--- config.mk ---
export PLATFORM = sky130hd
export DESIGN_NAME = spi_slave_usi_bridge
export DESIGN_NICKNAME = d
export VERILOG_FILES = /design/src/rtl/spi_slave_usi_bridge.sv
export SDC_FILE = /design/constraint.sdc
export NUM_CORES = 1
export LEC_CHECK = 0
export ABC_AREA = 1
export BUFFER_PORTS_ARGS = -buffer_cell sky130_fd_sc_hd__buf_2
export CAP_MARGIN = 20
export CORE_UTILIZATION = 45
export DETAILED_ROUTE_END_ITERATION = 6
export PLACE_DENSITY = 0.75
export SETUP_SLACK_MARGIN = 0.3
export SLEW_MARGIN = 30
export SYNTH_ARGS = -nofsm -noshare
export SYNTH_HDL_FRONTEND = slang
export SYNTH_SLANG_ARGS = --single-unit
--- constraint.sdc ---
create_clock -name iSCLK -period 2.7 [get_ports iSCLK]
set_clock_uncertainty 0.15 [all_clocks]
set_input_delay 0.27 -clock iSCLK [delete_from_list [all_inputs] [get_ports iSCLK]]
set_output_delay 0.27 -clock iSCLK [all_outputs]
set_load 0.05 [all_outputs]
--- src/rtl/spi_slave_usi_bridge.sv ---
// spi_slave_usi_bridge
//   Lets an external SPI master (mode 0, MSB first) drive the Usi bus as a
//   bus master. SCK/CS/MOSI are oversampled on iSCLK, and frames are decoded
//   as cmd(8) + address(16) + data. The data phase issues write strobes or
//   address-driven reads with prefetch.
// Ports:
//   iSCLK, iSRST          system clock, async active-low reset
//   iSpiSck/Cs/Mosi       SPI inputs (asynchronous to iSCLK)
//   oSpiMiso, oSpiMisoOe  SPI data out and its enable
//   oMUsiWd/Adrs/WEd      Usi write data, address, one-cycle write strobe
//   iMUsiRd, iMUsiREd     Usi read data and per-slave read-valid bits
//   oMUsiSel              bus ownership request during valid frames
//   oRdErr                sticky read-timeout flag (cleared by cmd 8'h9F)
module spi_slave_usi_bridge #(
  parameter int         pUsiBusWidth     = 16,
  parameter int         pBusBlockConnect = 1,
  parameter logic [7:0] pRdTimeout       = 8'd48
) (
  input  logic                        iSCLK,
  input  logic                        iSRST,
  input  logic                        iSpiSck,
  input  logic                        iSpiCs,
  input  logic                        iSpiMosi,
  output logic                        oSpiMiso,
  output logic                        oSpiMisoOe,
  output logic [31:0]                 oMUsiWd,
  output logic [pUsiBusWidth-1:0]     oMUsiAdrs,
  output logic                        oMUsiWEd,
  input  logic [31:0]                 iMUsiRd,
  input  logic [pBusBlockConnect-1:0] iMUsiREd,
  output logic                        oMUsiSel,
  output logic                        oRdErr
);

  typedef enum logic [2:0] {IDLE, CMD, ADR, WDATA, DUMMY, RDATA, DISCARD} state_t;

  state_t state, state_nx;

  logic [2:0]  sck_s, cs_s;
  logic [1:0]  mosi_s;
  logic        sck_rise, sck_fall, cs_hi, cs_fall;
  logic [30:0] shreg;
  logic [31:0] sin;
  logic [4:0]  cnt;
  logic        is_rd;
  logic        busy;
  logic [7:0]  tcnt;
  logic [31:0] rdbuf;
  logic [31:0] miso_sr;
  logic        load_pend;

  // CS sync resets low so that a reset taken while CS is already low does
  // not look like a fresh CS fall: the block waits for a real falling edge.
  always_ff @(posedge iSCLK or negedge iSRST) begin
    if (!iSRST) begin
      sck_s  <= '0;
      cs_s   <= '0;
      mosi_s <= '0;
    end else begin
      sck_s  <= {sck_s[1:0], iSpiSck};
      cs_s   <= {cs_s[1:0], iSpiCs};
      mosi_s <= {mosi_s[0], iSpiMosi};
    end
  end

  assign sck_rise = sck_s[1] & ~sck_s[2];
  assign sck_fall = ~sck_s[1] & sck_s[2];
  assign cs_hi    = cs_s[1];
  assign cs_fall  = cs_s[2] & ~cs_s[1];
  assign sin      = {shreg, mosi_s[1]};

  always_ff @(posedge iSCLK or negedge iSRST) begin
    if (!iSRST) state <= IDLE;
    else        state <= state_nx;
  end

  always_comb begin
    state_nx = state;
    if (cs_hi) state_nx = IDLE;
    else begin
      case (state)
        IDLE:  if (cs_fall) state_nx = CMD;
        CMD:   if (sck_rise && cnt == 5'd7)
                 state_nx = (sin[7:0] == 8'h02 || sin[7:0] == 8'h0B) ? ADR : DISCARD;
        ADR:   if (sck_rise && cnt == 5'd15) state_nx = is_rd ? DUMMY : WDATA;
        DUMMY: if (sck_rise && cnt == 5'd7) state_nx = RDATA;
        default: state_nx = state;
      endcase
    end
  end

  always_ff @(posedge iSCLK or negedge iSRST) begin
    if (!iSRST) begin
      shreg     <= '0;
      cnt       <= '0;
      is_rd     <= 1'b0;
      busy      <= 1'b0;
      tcnt      <= '0;
      rdbuf     <= '0;
      miso_sr   <= '0;
      load_pend <= 1'b0;
      oMUsiWd   <= '0;
      oMUsiAdrs <= '0;
      oMUsiWEd  <= 1'b0;
      oRdErr    <= 1'b0;
    end else begin
      oMUsiWEd <= 1'b0;
      // bit counter restarts at every field boundary; 5 bits wrap per word
      if (state != state_nx) cnt <= '0;
      else if (sck_rise)     cnt <= cnt + 5'd1;
      if (sck_rise) shreg <= sin[30:0];
      // post-increment after the strobe cycle so Adrs is stable while WEd high
      if (oMUsiWEd) oMUsiAdrs <= oMUsiAdrs + pUsiBusWidth'(1);

      if (cs_hi) begin
        // abandon any in-flight fetch; a late REd then has no effect
        busy      <= 1'b0;
        load_pend <= 1'b0;
        miso_sr   <= '0;
      end else begin
        if (busy) begin
          if (|iMUsiREd) begin
            rdbuf <= iMUsiRd;
            busy  <= 1'b0;
          end else if (tcnt == pRdTimeout - 8'd1) begin
            rdbuf  <= '0;
            oRdErr <= 1'b1;
            busy   <= 1'b0;
          end else begin
            tcnt <= tcnt + 8'd1;
          end
        end
        case (state)
          CMD: if (sck_rise && cnt == 5'd7) begin
            is_rd <= (sin[7:0] == 8'h0B);
            if (sin[7:0] == 8'h9F) oRdErr <= 1'b0;
          end
          ADR: if (sck_rise && cnt == 5'd15) begin
            oMUsiAdrs <= sin[pUsiBusWidth-1:0];
            if (is_rd) begin
              busy <= 1'b1;
              tcnt <= '0;
            end
          end
          WDATA: if (sck_rise && cnt == 5'd31) begin
            oMUsiWd  <= sin;
            oMUsiWEd <= 1'b1;
          end
          DUMMY: if (sck_rise && cnt == 5'd7) load_pend <= 1'b1;
          RDATA: begin
            // 8th rising edge of a word (bit 24): step address, prefetch next
            if (sck_rise && cnt == 5'd7) begin
              oMUsiAdrs <= oMUsiAdrs + pUsiBusWidth'(1);
              busy      <= 1'b1;
              tcnt      <= '0;
            end
            if (sck_rise && cnt == 5'd31) load_pend <= 1'b1;
            if (sck_fall) begin
              if (load_pend) begin
                miso_sr   <= rdbuf;
                load_pend <= 1'b0;
              end else begin
                miso_sr <= {miso_sr[30:0], 1'b0};
              end
            end
          end
          default: ;
        endcase
      end
    end
  end

  assign oSpiMiso   = (state == RDATA) & miso_sr[31];
  assign oSpiMisoOe = (state != IDLE);
  assign oMUsiSel   = (state == ADR) || (state == WDATA) ||
                      (state == DUMMY) || (state == RDATA);

endmodule

==> results of run 1 <==
## per-layer routing
metal	global-route usage, %	share of wire, %	vias up
met3	3.98	4.2	36
li1	-	-	3593
met2	36.1	48	177
met4	8.57	2.3	0
met1	29.9	45	3504
met5	0	0	-
## area by class of cell
| type | instances | area [µm²] |
|---|---|---|
| Clock inverter | 13 | 176 |
| Timing Repair Buffer | 147 | 1010 |
| Tap cell | 229 | 287 |
| Clock buffer | 19 | 443 |
| Multi-Input combinational cell | 658 | 3300 |
| Inverter | 152 | 576 |
| Fill cell | 1605 | 7990 |
| Sequential cell | 172 | 4310 |
## placed cells by master, fill, tap and decap left out, drive strengths merged
master and n:
o21bai 1, o22ai 6, o21ai 152, buf 111
inv 156, a21oi 14, dfrtp 172, mux2i 2
clkinv 4, nor3 10, nand2 256, o211ai 10
a32o 1, ha 5, xnor2 1, a211oi 3
or2 1, nand3 91, nand3b 1, clkbuf 19
a22oi 2, o21a 1, nor2 50, o22a 1
nand4 9, nor4 2, clkinvlp 2, bufinv 3
dlygate4sd3 36, xor2 11, and2 2, o2111ai 26
## how the worst max path moves through the flow
stage                  from       endpoint  slack, ps  cells past startpoint
5_1_grt              cnt[0]         cnt[2]        290                     14
3_3_place_gp       state[0]    miso_sr[16]        480                      9
2_1_floorplan  oMUsiAdrs[0]  oMUsiAdrs[10]        500                      9
6_report           state[1]       oSpiMiso        430                      7
3_5_place_dp         cnt[0]         cnt[4]        360                     14
4_1_cts            state[0]       oMUsiSel        300                      9
## cells by family (layout without fill, tap and decap cells)
kind of cell | count (synthesis) | after routing | synth area share [%]
AND/OR/NAND/NOR | 422 | 422 | 21.8
multiplexers | 2 | 2 | 0.239
adder cells (fa/ha/maj) | 5 | 5 | 0.747
buffers and inverters | 202 | 331 | 9.54
AO/OA/AOI/OAI | 217 | 217 | 15.0
XOR/XNOR | 12 | 12 | 1.26
flip-flops | 172 | 172 | 51.4
## state kept, by name, indices dropped and copies added, names as in the netlist
register	count
busy	1
cnt	5
cs_s	3
is_rd	1
load_pend	1
miso_sr	32
mosi_s	2
oMUsiAdrs	16
oMUsiWEd	1
oMUsiWd	32
oRdErr	1
rdbuf	32
sck_s	3
shreg	31
state	3
tcnt	8
## power groups by stage
stage	registers (µW)	logic, µW	clock network (µW)
final	2810	458	2580
after global routing	2820	527	2730
after CTS	2800	457	2620
after detailed placement	2850	414	0
after global placement	2850	401	0
after floorplan	2820	260	0
## stage by stage
| stage | area, µm² | utilization (%) | hold WS [ps] |
|---|---|---|---|
| detailed placement | 9050 | 50.0 | 148 |
| floorplan | 8370 | - | -176 |
| CTS | 10000 | 55.5 | 206 |
| global route | 10100 | 55.8 | 214 |
| finish | 10100 | 55.8 | 205 |
| global placement | 9050 | 50.0 | 149 |
## timing repair
| item | CTS | global route |
|---|---|---|
| buffers inserted | 0 | 4 |
| hold buffers | 36 | 0 |
| pin swaps | 0 | 0 |
| setup endpoints to repair | 2 | 59 |
| resized for setup | 3 | 9 |
| endpoints found under the hold margin | 94 | 0 |
==> summary.md, run 1 <==
| Metric | Value |
|---|---|
| Status | `complete, but fails checks` |
| Violated checks | `DRC` |
| Pin count of the biggest net entering global routing | `66` |
| Sequential share of the synthesized area | `~50%` |
| CP cell instances | `nand2_1 -> nand2_2 -> nand2_4 -> nor2_4 -> inv_4 -> nor2_1 -> buf_4` |
| Dpl hpwl | `roughly 13000 µm` |
| Syn Area/Cell | `around 8 µm²` |
| Clock sinks | `172` |
| Port bufs | `90` |
| Clock slew at reported path FFs | `~70 ps` |
| Switch share | `approximately a quarter` |
| Max incr delay on CP | `430 ps` |
| Seq pwr share | `48.1%` |
| Internal power | `between 4000 and 5000 µW` |
| DR WL/cell | `roughly 14 µm` |
| Syn Nets | `roughly 1100` |
| Final wirelength | `20100 µm` |
| Nets@finish | `1191` |
| Post-synth top area share | `51.4%` |
| I/O pins | `91` |
| Die footprint | `19200 µm²` |
| Hold Crit Depth | `0` |
| CTS tree | `done` |
| Num CTS Buffers | `17` |
| Final ANT Viol Nets | `0` |
| RSZ-0062 raised after global routing | `yes` |
| Initial antenna violation count | `0` |
| Die width | `138 µm` |
| Min Clock Period, post-route | `~2300 ps` |
| Fmax | `between 400 and 500 MHz` |
| Crit-path slowest cell | `dfrtp_2` |
| Fin worst setup slack | `426 ps` |
| Top-count cell post-synth | `nand2_1` |
| Hold EP | `mosi_s[1]` |
| Max-cap violations | `0` |
| DR iter-0 viols | `around 700` |
| Vias per std cell | `5.26` |
| Final hold vios | `0` |
| CP Capture Type | `output port` |
| CP bufs+invs | `2` |
| Setup crit start kind | `flip-flop` |
| Skew-Pair Late Insertion Delay | `430 ps` |
| Switching power of the nets | `1470 µW` |
| Static leakage | `0.00500 µW` |
| First-pass GRT wire length | `between 30000 and 40000 µm` |
| Hold Path Class | `flip-flop to flip-flop` |
| Root buffer cell | `clkbuf_16` |
| Area delta synth->final | `20.6%` |
| Slew Limit Fails | `0` |
| Via count | `roughly 7300` |
| Number of synthesized flops with an enable pin | `0` |
| FF+latch count, synth | `172` |
| Reg2reg setup slack | `530 ps` |
| Setup Crit Path Kind | `flip-flop to output port` |
| Synth top cells by count | `nand2_1 (253), dfrtp_1 (172), o21ai_0 (146), inv_1 (144), nand3_1 (89)` |
| Initial Util | `46.3%` |
| Hold_sp | `mosi_s[0]` |
| Setup TNS | `0 ps` |
| GP Congestion | `slightly above 0.9` |
| RR Endpoint | `miso_sr[26]` |
| Slew margin rel. | `between 50% and 60%` |
| Gr usage total | `between 20% and 30%` |
| Largest buffer count on any clock path | `2` |
| Setup-failing EPs final | `0` |
| # H-tree levels | `4` |
| Cells after Synth | `1032` |
| Vias in the first global route | `6993` |
| Num rows | `49` |
| YS warnings | `0` |
| Non-Filler Instances | `between 1000 and 1500` |
| Core ar. | `~18000 µm²` |
| Worst slack, placed | `between 300 and 400 ps` |
| Synth top area cells | `dfrtp_1 (51%), nand2_1 (11%), o21ai_0 (8.7%)` |
| Reg2reg path depth | `9` |
| Drt pass-1 iters | `7` |
| Combinational fraction of design power | `a little under 8%` |
| VDD IR max | `approximately 0.47 mV` |
| Crit path DAT | `roughly 1900 ps` |
| GRT overflow | `0` |
| Post-synth top area cell | `dfrtp_1` |
| P per Cell Area | `578 nW/µm²` |
| Final Cycle Share | `84.2%` |
| Post-synth top flop | `dfrtp_1` |
| Total Power | `5840 µW` |
| Dpl cells | `1318` |
| Cell variety after synth | `42` |
| Clock power share | `between 40% and 50%` |
| Slew at the pin closest to its max-slew limit | `~640 ps` |
| Asr flop ratio synth | `100%` |
| Mapped cell area | `8370 µm²` |
| Worst-path fanout max | `6` |
| Chip height | `approximately 140 µm` |
| Reg-to-Reg Start | `state[0]` |
| Worst Path Required | `2280 ps` |
| Residual DRC | `14` |
| N_diodes | `0` |
| Layout cells sized above 1 | `14.7%` |
| Worst path top cell family by delay | `simple AND/OR/NAND/NOR gates` |
No activity file was read; power rests on OpenSTA's default activity.
==> run 2: changes to the inputs <==
ABC_AREA = 0   (was 1)
clock period = 2.1 ns   (was 2.7 ns; I/O delays follow)
==> run 2 against run 1 <==
Against the previous run: the run ends with setup timing left; clock power up 21%; sequential power increased by 28%; wire length increased by 33%; combinational power up 22%; first-iteration DRC count is 0.29% higher; worst hold slack worse by 99 ps; via count grew 1.2%; design area up 19%; synthesized cell count fell by 27%; utilization grew 14 points; critical path depth is 2 higher; non-clock buffer count increased by 110.
==> summary.md, run 2 <==
| Metric | Value |
|---|---|
| Clock power share | `42.8% (-1.3 points)` |
| Post-synthesis simple-gate area fraction | `16.2% (-5.6 points)` |
| Cell variety after synth | `67 (+60%)` |
| Worst-path fanout max | `7 (+1)` |
| Final Cycle Share | `107%` |
| Die width | `135 µm (-2.6%)` |
| Setup-failing EPs final | `47 (+47)` |
| Hold Path Class | `input port to flip-flop` |
| CTS tree | `done` |
| YS warnings | `0 (unchanged)` |
| Post-synth top area share | `54.2% (+2.8 points)` |
| Asr flop ratio synth | `100% (unchanged)` |
| Switching power of the nets | `2000 µW (+36%)` |
| Clock sinks | `172 (unchanged)` |
| Syn Area/Cell | `10.6 µm² (+31%)` |
| Largest buffer count on any clock path | `2 (unchanged)` |
| DR WL/cell | `22.0 µm (+52%)` |
| Slew margin rel. | `58.2% (+0.56 points)` |
| Hold EP | `busy` |
| I/O pins | `91 (unchanged)` |
| Fillers | `1021 (-36%)` |
| GP Congestion | `0.937 (+1.8%)` |
| Via count | `7397 (+1.2%)` |
| Largest family of logic cells by synthesized area | `simple AND/OR/NAND/NOR gates` |
| Chip height | `135 µm (-2.6%)` |
| Worst slack, placed | `-58.6 ps (-416 ps)` |
| Final Util | `69.5% (+14 points)` |
| Fmax | `447 MHz` |
| Most frequent cells in the layout | `dfrtp_1 (156), nand2_1 (116), buf_2 (86)` |
| Setup crit start kind | `flip-flop` |
| Residual DRC | `0 (-14)` |
| Mapped cell area | `7940 µm² (-5.2%)` |
| Post-synth top area cell | `dfrtp_1` |
| Post-Layout Inst Area | `12000 µm² (+19%)` |
| Vias in the first global route | `6761 (-3.3%)` |
| Synth Area in Adders | `0.788% (+0.041 points)` |
| Area delta synth->final | `50.9%` |
| Crit path DAT | `2410 ps (+560 ps)` |
| VDD IR max | `0.600 mV (+28%)` |
| Min Clock Period, post-route | `roughly 2200 ps` |
| Final hold slack | `106 ps (-98.8 ps)` |
| Final ANT Viol Nets | `0 (unchanged)` |
| Hold_sp | `iMUsiREd` |
| Synth top area cells | `dfrtp_1 (54%), nand2_1 (5.8%), mux2_2 (4.7%)` |
| Status | `complete, but fails checks` |
| First-pass GRT wire length | `35500 µm (+2.8%)` |
| Pin count of the biggest net entering global routing | `67 (+1.5%)` |
| Commonest non-fill, non-tap cell in the layout | `dfrtp_1` |
| Reg2reg path depth | `9 (unchanged)` |
| Syn Nets | `793 (-26%)` |
| GRT overflow | `0 (unchanged)` |
| Port bufs | `90 (unchanged)` |
| DP Area | `9110 µm² (+0.64%)` |
| Dpl hpwl | `12500 µm (-4.5%)` |
| Root buffer cell | `clkbuf_16` |
| Num CTS Buffers | `17 (unchanged)` |
| Reg2reg setup slack | `-140 ps (-670 ps)` |
| Final hold vios | `0 (unchanged)` |
| FF+latch count, synth | `172 (unchanged)` |
| RSZ-0062 raised after global routing | `yes` |
| Nets@finish | `1023 (-14%)` |
| Synth top cells by count | `dfrtp_1 (172), nand2_1 (123), nor2_1 (53), mux2i_1 (35), a211oi_1 (34)` |
| Violated checks | `setup timing` |
| Worst Path Required | `2270 ps (about the same)` |
| Clock slew at reported path FFs | `70 ps (about the same)` |
| Setup Crit Path Kind | `flip-flop to flip-flop` |
| Number of synthesized flops with an enable pin | `0 (unchanged)` |
| Sequential share of the synthesized area | `54.2% (+2.8 points)` |
| P per Cell Area | `607 nW/µm² (+5.0%)` |
| Slew at the pin closest to its max-slew limit | `622 ps (-14.1 ps)` |
| Internal power | `5270 µW (+21%)` |
| RR Endpoint | `tcnt[4]` |
| Top-count cell post-synth | `dfrtp_1` |
| Skew-Pair Late Insertion Delay | `440 ps (about the same)` |
| DR iter-0 viols | `698 (+0.29%)` |
| Gr usage total | `25.2% (+2.9 points)` |
| N_diodes | `0 (unchanged)` |
| Max-cap violations | `0 (unchanged)` |
| Fin worst setup slack | `-139 ps (-565 ps)` |
| Multiplexer area fraction after synthesis | `9.09% (+8.9 points)` |
| Static leakage | `0.00547 µW (+9.4%)` |
| Die footprint | `18200 µm² (-5.1%)` |
| Initial antenna violation count | `0 (unchanged)` |
| Post-synth top flop | `dfrtp_1` |
| Combinational fraction of design power | `7.7% (about the same)` |
| Seq pwr share | `49.5% (+1.4 points)` |
| Top flop regs | `miso_sr: 32 flops, oMUsiWd: 32 flops, rdbuf: 32 flops` |
| Compound-Gate Fraction of Synth Area | `14.3% (-0.70 points)` |
| # H-tree levels | `4 (unchanged)` |
| CP Capture Type | `flip-flop` |
| Switch share | `27.5% (+2.4 points)` |
| Hold Crit Depth | `4 (+4)` |
| Reg-to-Reg Start | `cnt[1]` |
| Cells after Synth | `750 (-27%)` |
| Num rows | `48 (-2.0%)` |
| Slew Limit Fails | `0 (unchanged)` |
| Total Power | `7270 µW (+25%)` |
| Layout cells sized above 1 | `45.5% (+31 points)` |
| Final wirelength | `26700 µm (+33%)` |
| Post-Synth XOR/XNOR Area | `2.21% (+0.95 points)` |
| Initial Util | `46.1% (-0.22 points)` |
| Drt pass-1 iters | `5 (-2)` |
| Core ar. | `17200 µm² (-4.7%)` |
| Vias per std cell | `6.07 (+15%)` |
[run 2: cell count changes in the layout (fill, tap and decap cells not counted), sizes merged, moves of 12 or more]
cell     delta
mux2       +33
a22o       +33
inv       -140
nor3       +12
o21ai     -132
buf       +106
a211oi     +31
o2111ai    -26
nand3      -72
mux2i      +33
nand2     -132
[run 2: worst max path at each step]
stage                start            end  slack (ps)  depth (start not counted)
finish              cnt[1]        tcnt[4]        -140                          9
global route        cnt[0]        tcnt[4]        -210                          9
CTS                 cnt[1]  oMUsiAdrs[15]         -40                          9
detailed placement  cnt[1]         cnt[3]         -60                          9
global placement    cnt[1]  oMUsiAdrs[15]          -3                          9
floorplan           cnt[0]  oMUsiAdrs[15]          80                          9
[run 2: final cells by class]
type	count	area (µm²)	area share, %
inverters	10	41.3	0.345
well taps	225	282	2.35
flip-flops and latches	172	4320	36.1
clock buffers	17	425	3.55
repair buffers	257	2380	19.9
clock inverters	15	153	1.27
multi-input cells	522	4370	36.5
[run 2: per-stage QoR]
step | setup TNS (ps) | instances
5_1_grt | -6370 | 1218
6_report | -3730 | 1218
3_3_place_gp | -3.49 | 1075
3_5_place_dp | -295 | 1075
2_1_floorplan | 0 | 750
4_1_cts | -236 | 1174
[run 2: power by group through the flow]
stage	logic [µW]	clock network, µW	registers (µW)
CTS	497	3080	3580
finish	561	3110	3600
detailed placement	412	0	3640
global placement	399	0	3630
global route	604	3270	3610
floorplan	191	0	3600
[run 2: worst max-delay path, stage by stage (launching register included)]
cell,delay [ps]
dfrtp_1,370
ha_2,190
and3_4,200
ha_4,140
nand3b_1,150
nor2b_2,200
buf_6,180
a21oi_4,110
a21o_1,200
a32o_1,220
[run 2: cells by family (layout without fill, tap and decap cells)]
group / count (synthesis) / count (layout)
and+or+nand+nor: 275 / 275
adders and majority gates: 5 / 5
muxes: 68 / 68
buffers and inverters: 56 / 299
DFF: 172 / 172
xor gates and xnor gates: 20 / 20
AOI/OAI and AO/OA: 154 / 154
[run 2: timing repair]
item	4_1_cts	5_1_grt
endpoints found under the hold margin	121	0
resized for setup	117	149
endpoints found under the setup margin	134	135
hold buffers	36	0
pin swaps	52	77
gates cloned	7	7
setup buffers	24	37
[run 2: per-layer routing]
metal | GRT usage, % | routed length (µm) | vias up
met3 | 5.41 | 1940 | 95
li1 | - | - | 3183
met2 | 41.4 | 13400 | 435
met5 | 0 | 0 | -
met4 | 8.36 | 1040 | 0
met1 | 33.3 | 10400 | 3684
